===== src/rtl/cpu_pkg.sv =====
// cpu_pkg: shared widths, reset address and fetch state encoding for the CPU front end
package cpu_pkg;
   localparam int ADDR_W = 24;
   localparam int INSTR_W = 24;
   localparam int INSTR_BYTES = 3;
   localparam logic [ADDR_W-1:0] RESET_PC_DEFAULT = 24'd10;
   typedef enum logic [1:0] {FETCH0, FETCH1, FETCH2, HOLD} fetch_state_t;
endpackage


===== src/rtl/instr_fetch_if.sv =====
// instr_fetch_if: memory byte bus, branch redirect and instruction ready/valid bundle
interface instr_fetch_if;
   import cpu_pkg::*;
   logic mem_req;
   logic [ADDR_W-1:0] mem_addr;
   logic mem_ack;
   logic [7:0] mem_rdata;
   logic branch_taken;
   logic [ADDR_W-1:0] branch_target;
   logic [INSTR_W-1:0] instr;
   logic [ADDR_W-1:0] instr_pc;
   logic instr_valid;
   logic instr_ready;
   modport master (
      output mem_req, mem_addr, instr, instr_pc, instr_valid,
      input mem_ack, mem_rdata, branch_taken, branch_target, instr_ready
   );
   modport slave (
      input mem_req, mem_addr, instr, instr_pc, instr_valid,
      output mem_ack, mem_rdata, branch_taken, branch_target, instr_ready
   );
endinterface


===== src/rtl/instr_fetch.sv =====
// instr_fetch: fetches three-byte big-endian instructions and presents them over ready/valid
module instr_fetch
   import cpu_pkg::*;
#(
   parameter logic [ADDR_W-1:0] RESET_PC = RESET_PC_DEFAULT
) (
   input logic clock,
   input logic reset_n,
   instr_fetch_if.master bus
);
   fetch_state_t state;
   logic [ADDR_W-1:0] pc;
   logic [ADDR_W-1:0] pc_next;
   logic [INSTR_W-9:0] hi;
   assign pc_next = pc + ADDR_W'(INSTR_BYTES);
   // mem_addr tracks PC+n by incrementing on each accepted byte
   always_ff @(posedge clock or negedge reset_n)
      if (!reset_n) begin
         state <= FETCH0;
         pc <= RESET_PC;
         hi <= '0;
         bus.instr <= '0;
         bus.instr_pc <= '0;
         bus.instr_valid <= 1'b0;
         bus.mem_req <= 1'b0;
         bus.mem_addr <= RESET_PC;
      end else if (bus.branch_taken) begin
         state <= FETCH0;
         pc <= bus.branch_target;
         bus.instr_valid <= 1'b0;
         bus.mem_req <= 1'b1;
         bus.mem_addr <= bus.branch_target;
      end else
         case (state)
            FETCH0, FETCH1, FETCH2: begin
               bus.mem_req <= 1'b1;
               if (bus.mem_req && bus.mem_ack) begin
                  if (state == FETCH2) begin
                     bus.instr <= {hi, bus.mem_rdata};
                     bus.instr_pc <= pc;
                     bus.instr_valid <= 1'b1;
                     bus.mem_req <= 1'b0;
                     state <= HOLD;
                  end else begin
                     hi <= state == FETCH0 ? {bus.mem_rdata, hi[7:0]} : {hi[15:8], bus.mem_rdata};
                     bus.mem_addr <= bus.mem_addr + ADDR_W'(1);
                     state <= state == FETCH0 ? FETCH1 : FETCH2;
                  end
               end
            end
            HOLD:
               if (bus.instr_ready) begin
                  state <= FETCH0;
                  pc <= pc_next;
                  bus.instr_valid <= 1'b0;
                  bus.mem_req <= 1'b1;
                  bus.mem_addr <= pc_next;
               end
            default: begin
               state <= FETCH0;
               bus.instr_valid <= 1'b0;
               bus.mem_req <= 1'b1;
               bus.mem_addr <= pc;
            end
         endcase
endmodule

===== src/flat_wrapper.sv =====
// flat-port wrapper written by rule: the top's interface ports become plain ports
module instr_fetch_flat import cpu_pkg::*;
#(
   parameter logic [ADDR_W-1:0] RESET_PC = RESET_PC_DEFAULT
)
  (clock, reset_n, bus_mem_req, bus_mem_addr, bus_instr, bus_instr_pc, bus_instr_valid, bus_mem_ack, bus_mem_rdata, bus_branch_taken, bus_branch_target, bus_instr_ready);
  instr_fetch_if bus_i ();
  input logic clock;
  input logic reset_n;
  output wire logic [$bits(bus_i.mem_req)-1:0] bus_mem_req;
  output wire logic [$bits(bus_i.mem_addr)-1:0] bus_mem_addr;
  output wire logic [$bits(bus_i.instr)-1:0] bus_instr;
  output wire logic [$bits(bus_i.instr_pc)-1:0] bus_instr_pc;
  output wire logic [$bits(bus_i.instr_valid)-1:0] bus_instr_valid;
  input wire logic [$bits(bus_i.mem_ack)-1:0] bus_mem_ack;
  input wire logic [$bits(bus_i.mem_rdata)-1:0] bus_mem_rdata;
  input wire logic [$bits(bus_i.branch_taken)-1:0] bus_branch_taken;
  input wire logic [$bits(bus_i.branch_target)-1:0] bus_branch_target;
  input wire logic [$bits(bus_i.instr_ready)-1:0] bus_instr_ready;
  assign bus_mem_req = bus_i.mem_req;
  assign bus_mem_addr = bus_i.mem_addr;
  assign bus_instr = bus_i.instr;
  assign bus_instr_pc = bus_i.instr_pc;
  assign bus_instr_valid = bus_i.instr_valid;
  assign bus_i.mem_ack = bus_mem_ack;
  assign bus_i.mem_rdata = bus_mem_rdata;
  assign bus_i.branch_taken = bus_branch_taken;
  assign bus_i.branch_target = bus_branch_target;
  assign bus_i.instr_ready = bus_instr_ready;
  instr_fetch #(.RESET_PC(RESET_PC)) u_core (.clock(clock), .reset_n(reset_n), .bus(bus_i));
endmodule

===== config.mk =====
export PLATFORM = sky130hd
export DESIGN_NAME = instr_fetch_flat
export DESIGN_NICKNAME = d
export VERILOG_FILES = /design/src/rtl/cpu_pkg.sv /design/src/rtl/instr_fetch_if.sv /design/src/rtl/instr_fetch.sv /design/src/flat_wrapper.sv
export SDC_FILE = /design/constraint.sdc
export NUM_CORES = 1
export LEC_CHECK = 0
export CAP_MARGIN = 20
export CORE_AREA = 5 5 111 113
export CTS_BUF_LIST = sky130_fd_sc_hd__clkbuf_8
export CTS_CLUSTER_SIZE = 14
export DETAILED_ROUTE_END_ITERATION = 12
export DIE_AREA = 0 0 116 118
export PLACE_DENSITY = 0.81
export SETUP_SLACK_MARGIN = 0.4
export SLEW_MARGIN = 20
export SYNTH_ARGS = -nofsm -noshare
export SYNTH_HDL_FRONTEND = slang
export SYNTH_SLANG_ARGS = --single-unit

===== constraint.sdc =====
create_clock -name clock -period 2.9 [get_ports clock]
set_clock_uncertainty 0.1 [all_clocks]
set_input_delay 0.29 -clock clock [delete_from_list [all_inputs] [get_ports clock]]
set_output_delay 0.29 -clock clock [all_outputs]
set_load 0.01 [all_outputs]

==> flow_summary.yaml, run 1 <==
pwr:
  vdd_drop_max_uv: 556
  p_comb_share_pct: 33.3
  finalPower_mw: 6.32
  seqPwrFrac_pct: 41.3
  leakage_nw: 3.17
  clock_power_share_pct: 25.3
  p_sw_share_pct: 31.1
  p_per_area_nw_per_um2: 823
  internal_power_mw: 4.36
  switching_power_mw: 1.97
placement:
  dp.cells: 797
  portBuffers: 110
  gp_congestion: 0.894
  post-place-ws_ns: 0.259
  hpwl_um: 11300
yosys:
  avgSynthCellArea_um2: 10.4
  synth-edff-count: 0
  syn-cell-area_um2: 5890
  synth.distinct_cells: 64
  ys_ff_latch: 116
  yosysWarnings: 0
  synth_nets: 607
  ys_seq_area_share_pct: 49.4
  synth-async-reset-ratio_pct: 100
  netlist_instances: 564
  ys.flop_type: "dfrtp_1"
worst_setup_path:
  path_buf_inv: 1
  max_stage_delay_ns: 0.56
  cp_max_fo: 8
  path_cells: "inv_2, ha_4, nand2b_1, or4_4, or3_4, a21oi_4, nor3_1, nor3_1"
  crit_required_ns: 3.14
  arrival_ns: 2.68
  worstSetupStartpointType: "flop"
  crit_slowest_cell: "dfstp_2"
  cp-end-kind: "flop"
  cpLargestDelayFamily: "simple AND/OR/NAND/NOR gates"
  critPathKind: "flop to flop"
  cpMostUsedCell: "nor3_1"
job:
  drv_cap: 0
detailed_routing:
  route.met2.wl_um: 7630
  met1Wirelength_um: 6550
  viasPerCell: 5.92
  first_iter_violations: 400
  drtPass1Iterations: 6
  vias: 4928
  drc_errors: 0
  wl_um: 15800
  top_layer: "met4"
  postRouteAntennaNets: 0
  wl_met3_um: 1190
  wl_per_cell_um: 19.0
global_routing:
  grt_pass1_vias: 5109
  antenna_found_initial: 0
  grt_max_degree: 58
  grt-ovfl-total: 0
  grt_usage_pct: 23.7
  grt_first_pass_wirelength_um: 25800
sta:
  layout_min_cycle_time_ns: 2.44
  rsz0062_at_grt: "false"
  holdWs_ns: 0.192
  fmax_mhz: 410
  hold_viol: 0
  setup_tns_ns: 0
  period_share_pct: 84.0
  worst_slew_pin_slew_ns: 0.760
  slew_headroom_pct: 49.1
  finalSetupViolCount: 0
  slew_viol_final: 0
  fin_ws_ns: 0.463
clock_tree:
  insertion_delay_ns: 0.43
  cts_tree: "built"
  cts_root_buf: "clkbuf_8"
  htreeDepth: 4
  clock_path_buffers: 2
  cts_made_buffers: 17
  path_clk_slew_ns: 0.07
  cts_sinks: 116
die:
  num_rows: 39
  die_h_um: 118
  initial_core_util_pct: 52.5
  ios: 111
  dieArea_um2: 13700
  fp.coreArea_um2: 11200
  chipWidth_um: 116
cells_and_area:
  area_delta_synth_final_pct: 30.5
  final_nets: 720
  diodes: 0
  finalNonFillerCells: 833
  drive_above_1_share_pct: 20.4
  seqCellArea_um2: 2910
  multi_input_area_um2: 2850
  fillCellCount: 838
status:
  outcome: "finished, final reports clean"
worst_hold_path:
  hp-class: "input port to flop"
power by group through the flow:
| stage | clock network [mW] | registers, mW | logic (mW) |
|---|---|---|---|
| 3_5_place_dp | 0 | 2.63 | 2.11 |
| 4_1_cts | 1.63 | 2.61 | 2.12 |
| 2_1_floorplan | 0 | 2.70 | 0.831 |
| 6_report | 1.60 | 2.61 | 2.11 |
| 5_1_grt | 1.72 | 2.69 | 2.27 |
| 3_3_place_gp | 0 | 2.59 | 2.05 |
final timing paths:
check / from / endpoint / slack [ns] / depth (start not counted)
min in group asynchronous: reset_n / u_core.bus.instr_pc[17]$_DFFE_PN0P_ / 0.24 / 2
worst max-delay path: u_core.pc[1]$_DFFE_PN1P_ / u_core.bus.mem_addr[22]$_DFFE_PN0P_ / 0.46 / 8
worst min register to register: u_core.bus.instr_valid$_DFFE_PN0P_ / u_core.bus.instr_valid$_DFFE_PN0P_ / 0.39 / 2
worst max register to register: u_core.pc[1]$_DFFE_PN1P_ / u_core.bus.mem_addr[22]$_DFFE_PN0P_ / 0.46 / 8
max in group asynchronous: reset_n / u_core.bus.mem_addr[3]$_DFFE_PN1P_ / 1.63 / 3
worst min-delay path: bus_branch_taken / u_core.pc[20]$_DFFE_PN0P_ / 0.19 / 2
area by class of cell:
cell class	count	area share (%)
Clock inverter	12	2.00
Timing Repair Buffer	135	16.9
Inverter	5	0.244
Multi-Input combinational cell	402	37.1
Sequential cell	116	37.9
Tap cell	143	2.33
Clock buffer	20	3.58
timing repair:
| item | 4_1_cts | 5_1_grt |
|---|---|---|
| buffers inserted | 0 | 3 |
| hold buffers | 1 | 0 |
| endpoints found under the hold margin | 29 | 0 |
| endpoints found under the setup margin | 7 | 14 |
| pin swaps | 0 | 3 |
| gates cloned | 0 | 0 |
| resized for setup | 2 | 11 |
cells in the final DEF (no fill, tap or decap), types with 4 or more instances in the layout:
cell / Yosys / final
a21oi_1: 17 / 16
ha_1: 6 / 5
inv_1: 5 / 6
nor2_1: 34 / 34
nor2b_1: 4 / 4
xor2_1: 18 / 18
and3_1: 13 / 13
dfstp_2: 4 / 4
nand4_1: 8 / 8
o21ai_0: 52 / 50
a222oi_1: 4 / 4
buf_4: 0 / 24
xnor2_1: 24 / 24
nand3_1: 11 / 11
o31ai_1: 5 / 4
and4_1: 5 / 4
nor3_1: 10 / 10
a31oi_1: 4 / 4
clkinvlp_4: 0 / 4
o21ai_1: 3 / 5
clkbuf_8: 0 / 20
and2_1: 7 / 7
clkdlybuf4s50_1: 0 / 108
nand2_1: 55 / 54
dfrtp_1: 112 / 111
mux2_2: 63 / 63
nand2b_1: 4 / 4
routing by layer:
metal | global-route usage [%] | vias to the layer above
met5 | 0 | -
met2 | 36.9 | 223
met3 | 6.84 | 44
met1 | 31.4 | 2413
li1 | - | 2248
met4 | 8.34 | 0
synthesized netlist by cell type, drive strengths merged, types with 7 or more instances:
master  count  area, um2
buf         9       43.8
dfrtp     112       2800
and2        7       43.8
nand3      11       55.1
nand4       9       71.3
mux2       63        709
clkbuf     32        120
xnor2      24        210
nand2      55        206
nor2       35        134
and3       13       81.3
o21ai      55        275
a21oi      17       85.1
nor3       12       70.1
xor2       18        158
logic make-up after synthesis:
| kind of cell | count (synthesis) | share of synthesized area (%) |
|---|---|---|
| adder cells (fa/ha/maj) | 6 | 1.27 |
| AND/OR/NAND/NOR | 168 | 14.4 |
| buffers and inverters | 46 | 3.10 |
| AO/OA/AOI/OAI | 120 | 13.0 |
| multiplexers | 66 | 12.6 |
| XOR/XNOR | 42 | 6.25 |
| flip-flops | 116 | 49.4 |
per-stage QoR:
stage / util [%] / area [um2]
CTS: 67.9 / 7620
detailed placement: 63.9 / 7170
finish: 68.5 / 7680
global route: 68.5 / 7680
global placement: 63.9 / 7170
floorplan: - / 5900
sequential cells by signal, summed over array words and instances, names as in the netlist:
signal and count:
u_core.bus.mem_req 1, u_core.bus.instr_pc 24, u_core.bus.instr 24, u_core.bus.instr_valid 1
u_core.state 2, u_core.hi 16, u_core.bus.mem_addr 24, u_core.pc 24
Power figures use the tool's default switching activity.
==> inputs of run 2 (changes only) <==
--- a/config.mk
+++ b/config.mk
@@ -6,12 +6,12 @@
 export NUM_CORES = 1
 export LEC_CHECK = 0
 export CAP_MARGIN = 20
-export CORE_AREA = 5 5 111 113
+export CORE_AREA = 5 5 116 118
 export CTS_BUF_LIST = sky130_fd_sc_hd__clkbuf_8
 export CTS_CLUSTER_SIZE = 14
 export DETAILED_ROUTE_END_ITERATION = 12
-export DIE_AREA = 0 0 116 118
-export PLACE_DENSITY = 0.81
+export DIE_AREA = 0 0 121 123
+export PLACE_DENSITY = 0.78
 export SETUP_SLACK_MARGIN = 0.4
 export SLEW_MARGIN = 20
 export SYNTH_ARGS = -nofsm -noshare
==> constraint.sdc (replaced) <==
create_clock -name clock -period 2 [get_ports clock]
set_clock_uncertainty 0.1 [all_clocks]
set_input_delay 0.2 -clock clock [delete_from_list [all_inputs] [get_ports clock]]
set_output_delay 0.2 -clock clock [all_outputs]
set_load 0.01 [all_outputs]
==> flow_summary.yaml, run 2 (synthesis results as in run 1) <==
global_routing:
  grt_max_degree: 54
  grt_first_pass_wirelength_um: 32800
  antenna_found_initial: 1
  grt-ovfl-total: 0
  grt_usage_pct: 28.8
  grt_pass1_vias: 6053
pwr:
  p_per_area_nw_per_um2: 1050
  leakage_nw: 4.46
  seqPwrFrac_pct: 36.8
  clock_power_share_pct: 22.1
  internal_power_mw: 6.59
  p_comb_share_pct: 41.1
  switching_power_mw: 3.61
  finalPower_mw: 10.2
  vdd_drop_max_uv: 1000
  p_sw_share_pct: 35.4
sta:
  finalSetupViolCount: 69
  worst_slew_pin_slew_ns: 0.464
  hold_viol: 0
  fin_ws_ns: -0.432
  slew_viol_final: 0
  period_share_pct: 122
  slew_headroom_pct: 69.0
  holdWs_ns: 0.122
  layout_min_cycle_time_ns: 2.43
  rsz0062_at_grt: "true"
  fmax_mhz: 411
  setup_tns_ns: -7.46
detailed_routing:
  wl_um: 23600
  drc_errors: 0
  viasPerCell: 6.13
  drtPass1Iterations: 7
  vias: 6076
  first_iter_violations: 929
  postRouteAntennaNets: 0
  wl_per_cell_um: 23.9
cells_and_area:
  layout_commonest_cell: "dfrtp_1"
  final_cell_mix: "dfrtp_1, buf_4, dlygate4sd2_1"
  diodes: 0
  fillCellCount: 644
  area_delta_synth_final_pct: 65.4
  fin_util_pct: 78.8
  drive_above_1_share_pct: 44.0
  final_nets: 849
  finalNonFillerCells: 991
worst_setup_path:
  max_stage_delay_ns: 0.56
  worstSetupStartpointType: "flop"
  cp_max_fo: 5
  cp-end-kind: "flop"
  path_cells: "inv_2, ha_4, nand2b_4, or4_4, or2_4, xnor2_2, a21oi_1, o21ai_1"
  crit_slowest_cell: "dfstp_2"
  critPathKind: "flop to flop"
  crit_required_ns: 2.23
  arrival_ns: 2.66
clock_tree:
  clock_path_buffers: 2
  path_clk_slew_ns: 0.09
  cts_sinks: 116
  insertion_delay_ns: 0.46
  cts_made_buffers: 17
  cts_root_buf: "clkbuf_8"
  cts_tree: "built"
  htreeDepth: 4
die:
  num_rows: 41
  fp.coreArea_um2: 12400
  ios: 111
  dieArea_um2: 14900
  chipWidth_um: 121
  die_h_um: 123
  initial_core_util_pct: 47.6
worst_hold_path:
  hp-class: "input port to async pin"
placement:
  portBuffers: 110
  gp_congestion: 0.906
  hpwl_um: 12700
  dp.cells: 885
job:
  drv_cap: 0
status:
  outcome: "finished, violations left"
  violations: "negative setup slack"
run 2: path summary, 6_finish.rpt:
| kind | end | startpoint | slack, ns | cells after the start |
|---|---|---|---|---|
| setup / recovery | u_core.bus.mem_addr[16]$_DFFE_PN0P_ | u_core.pc[1]$_DFFE_PN1P_ | -0.43 | 8 |
| hold / removal | u_core.pc[10]$_DFFE_PN0P_ | reset_n | 0.12 | 2 |
| setup reg to reg | u_core.bus.mem_addr[16]$_DFFE_PN0P_ | u_core.pc[1]$_DFFE_PN1P_ | -0.43 | 8 |
| hold reg to reg | u_core.bus.mem_addr[3]$_DFFE_PN1P_ | u_core.bus.mem_addr[3]$_DFFE_PN1P_ | 0.40 | 2 |
| max in group asynchronous | u_core.bus.mem_addr[3]$_DFFE_PN1P_ | reset_n | 0.88 | 3 |
| min in group clock | u_core.pc[7]$_DFFE_PN0P_ | bus_branch_taken | 0.19 | 3 |
run 2: metrics by stage:
stage	cell area, um2	setup WS, ns
after floorplan	6200	-0.410
after global placement	7870	-0.271
after detailed placement	7870	-0.321
after CTS	9220	-0.247
after global routing	9740	-0.483
final	9740	-0.432
run 2: metal layers:
metal  track usage, %  routed length, um  vias up
li1                 -                  -     2505
met1             33.4               8310     2952
met2             49.8              11600      488
met3             8.55               2560      129
met4             12.3               1150        2
met5                0                  7        -
run 2: power by group through the flow:
stage	clock [mW]	combinational, mW	sequential (mW)
3_5_place_dp	0	3.55	3.72
2_1_floorplan	0	1.38	3.92
6_report	2.25	4.19	3.76
3_3_place_gp	0	3.44	3.65
4_1_cts	2.23	3.80	3.69
5_1_grt	2.35	4.42	3.84
run 2: layout make-up:
type	count	area, um2	area share (%)
repair buffers	263	2610	26.8
inverters	5	18.8	0.193
clock buffers	18	248	2.54
well taps	172	215	2.21
clock inverters	14	154	1.58
flip-flops and latches	116	2910	29.9
multi-input cells	403	3580	36.8
run 2: critical path, delay by kind of cell (launching register included):
kind / cells / cell delay (ns)
AOI/OAI and AO/OA: 2 / 0.35
xor gates and xnor gates: 1 / 0.16
adders and majority gates: 1 / 0.15
buffers and inverters: 1 / 0.05
DFF: 1 / 0.56
and+or+nand+nor: 3 / 0.94
run 2: repair_timing:
action / in CTS / in global routing
hold buffers: 1 / 0
hold endpoints to repair: 89 / 0
pin swaps: 37 / 28
setup buffers: 39 / 25
setup endpoints to repair: 188 / 124
gates cloned: 8 / 1
resized for setup: 229 / 79
==> inputs of run 3 (changes only) <==
--- a/config.mk
+++ b/config.mk
@@ -5,13 +5,13 @@
 export SDC_FILE = /design/constraint.sdc
 export NUM_CORES = 1
 export LEC_CHECK = 0
+export ABC_CLOCK_PERIOD_IN_PS = 2000
 export CAP_MARGIN = 20
-export CORE_AREA = 5 5 116 118
+export CORE_AREA = 2 2 141 143
 export CTS_BUF_LIST = sky130_fd_sc_hd__clkbuf_8
 export CTS_CLUSTER_SIZE = 14
 export DETAILED_ROUTE_END_ITERATION = 12
-export DIE_AREA = 0 0 121 123
-export PLACE_DENSITY = 0.78
+export DIE_AREA = 0 0 143 145
 export SETUP_SLACK_MARGIN = 0.4
 export SLEW_MARGIN = 20
 export SYNTH_ARGS = -nofsm -noshare
==> flow_summary.yaml, run 3 (synthesis results as in run 1) <==
status:
  outcome: "finished, violations left"
  violations: "negative setup slack"
global_routing:
  met2_usage_pct: 32.8
  grt_usage_pct: 20.3
  grt_pass1_vias: 5748
  grt_first_pass_wirelength_um: 32700
  grt-ovfl-total: 0
  grt.busiest_layer: "met2"
  met3_usage_pct: 6.01
  met1_usage_pct: 26.2
  antenna_found_initial: 0
  grt_max_degree: 53
clock_tree:
  clock_path_buffers: 2
  cts_tree: "built"
  path_clk_slew_ns: 0.07
  insertion_delay_ns: 0.45
  cts_sinks: 116
  htreeDepth: 4
  cts_root_buf: "clkbuf_8"
  cts_made_buffers: 17
worst_setup_path:
  path_cells: "inv_2, ha_4, nand2b_4, or4_4, or3_1, a21oi_2, nor3_1, nor3_1"
  cpLargestDelayFamily: "simple AND/OR/NAND/NOR gates"
  arrival_ns: 2.47
  critPathKind: "flop to flop"
  crit_required_ns: 2.26
  rr_worst_depth: 8
  timing.rr.end: "u_core.bus.mem_addr[22]$_DFFE_PN0P_"
  timing.rr.start: "u_core.pc[1]$_DFFE_PN1P_"
  cp_max_fo: 6
  path_depth: 8
  worstSetupStartpointType: "flop"
  path_buf_inv: 1
  max_stage_delay_ns: 0.54
  cpMostUsedCell: "nor3_1"
  crit_slowest_cell: "dfstp_2"
  ff2ff_setup_slack_ns: -0.21
  cp-end-kind: "flop"
detailed_routing:
  viasPerCell: 5.05
  drc_errors: 0
  wl_per_cell_um: 19.0
  vias: 5533
  postRouteAntennaNets: 0
  wl_um: 20800
  first_iter_violations: 426
  drtPass1Iterations: 6
sta:
  hold_viol: 0
  holdWs_ns: 0.162
  finalSetupViolCount: 29
  slew_viol_final: 0
  rsz0062_at_grt: "true"
  fin_ws_ns: -0.211
  setup_tns_ns: -2.72
  fmax_mhz: 452
  layout_min_cycle_time_ns: 2.21
  slew_headroom_pct: 68.7
  period_share_pct: 111
  worst_slew_pin_slew_ns: 0.470
pwr:
  clock_power_share_pct: 23.0
  p_per_area_nw_per_um2: 1020
  finalPower_mw: 10.4
  seqPwrFrac_pct: 35.9
  p_sw_share_pct: 33.1
  switching_power_mw: 3.43
  vdd_drop_max_uv: 765
  p_comb_share_pct: 41.1
  internal_power_mw: 6.92
  leakage_nw: 4.69
placement:
  hpwl_um: 13200
  portBuffers: 110
  dp.cells: 987
  placedInstanceArea_um2: 8080
  gp_congestion: 0.840
  post-place-ws_ns: -0.363
cells_and_area:
  final_cell_mix: "dfrtp_1, buf_4, dlygate4sd2_1"
  final_nets: 860
  drive_above_1_share_pct: 44.5
  final_area_um2: 10100
  finalNonFillerCells: 1095
  seqCellArea_um2: 2910
  fin_util_pct: 52.7
  multi_input_area_um2: 3670
  fillCellCount: 1651
  area_delta_synth_final_pct: 71.9
  layout_commonest_cell: "dfrtp_1"
  diodes: 0
die:
  num_rows: 51
  chipWidth_um: 143
  initial_core_util_pct: 30.7
  fp.coreArea_um2: 19200
  dieArea_um2: 20700
  die_h_um: 145
  ios: 111
job:
  drv_cap: 0
worst_hold_path:
  hp-class: "input port to async pin"
-- run 3: cell types whose count changed in the layout (fill, tap and decap cells not counted), moves of 3 or more --
cell / delta
buf_16: +5
buf_4: +6
buf_6: +3
inv_6: -3
mux2_2: -19
mux2_4: +19
o21ai_0: -3
o21ai_1: +3
-- run 3: per-layer routing --
metal  vias to the layer above  share of wire (%)  wire (um)
li1                       2530                  -          -
met1                      2750                 42       8650
met2                       218                 49      10200
met3                        35                6.9       1440
met4                         0                2.3        479
met5                         -                  0          0
-- run 3: how the worst max path moves through the flow --
stage | startpoint | to | slack, ns
after floorplan | u_core.pc[1]$_DFFE_PN1P_ | u_core.pc[20]$_DFFE_PN0P_ | -0.41
after global placement | u_core.pc[1]$_DFFE_PN1P_ | u_core.bus.mem_addr[16]$_DFFE_PN0P_ | -0.32
after detailed placement | u_core.pc[1]$_DFFE_PN1P_ | u_core.pc[20]$_DFFE_PN0P_ | -0.36
after CTS | u_core.pc[1]$_DFFE_PN1P_ | u_core.bus.mem_addr[16]$_DFFE_PN0P_ | -0.21
after global routing | u_core.pc[1]$_DFFE_PN1P_ | u_core.bus.mem_addr[8]$_DFFE_PN0P_ | -0.29
final | u_core.pc[1]$_DFFE_PN1P_ | u_core.bus.mem_addr[22]$_DFFE_PN0P_ | -0.21
-- run 3: what timing repair did --
item | 4_1_cts | 5_1_grt
endpoints found under the setup margin | 189 | 126
pin swaps | 62 | 46
cloned | 12 | 0
buffers inserted | 45 | 18
hold endpoints to repair | 60 | 0
resized for setup | 256 | 70
hold buffers | 1 | 0
-- run 3: worst register-to-register path: stages (launching register included) --
cell	delay (ns)
dfstp_2	0.54
inv_2	0.05
ha_4	0.15
nand2b_4	0.12
or4_4	0.46
or3_1	0.34
a21oi_2	0.15
nor3_1	0.06
nor3_1	0.16
-- run 3: final cells by class --
| cell class | instances | share of cell area, % |
|---|---|---|
| Inverter | 5 | 0.185 |
| Multi-Input combinational cell | 403 | 36.3 |
| Tap cell | 265 | 3.28 |
| Timing Repair Buffer | 274 | 27.3 |
| Clock inverter | 15 | 1.89 |
| Sequential cell | 116 | 28.8 |
| Clock buffer | 17 | 2.31 |
-- run 3: power groups by stage --
stage | logic (mW) | registers [mW] | clock network [mW]
detailed placement | 3.61 | 3.73 | 0
global placement | 3.53 | 3.70 | 0
floorplan | 1.38 | 3.92 | 0
global route | 4.54 | 3.83 | 2.52
CTS | 4.01 | 3.72 | 2.42
finish | 4.25 | 3.72 | 2.38
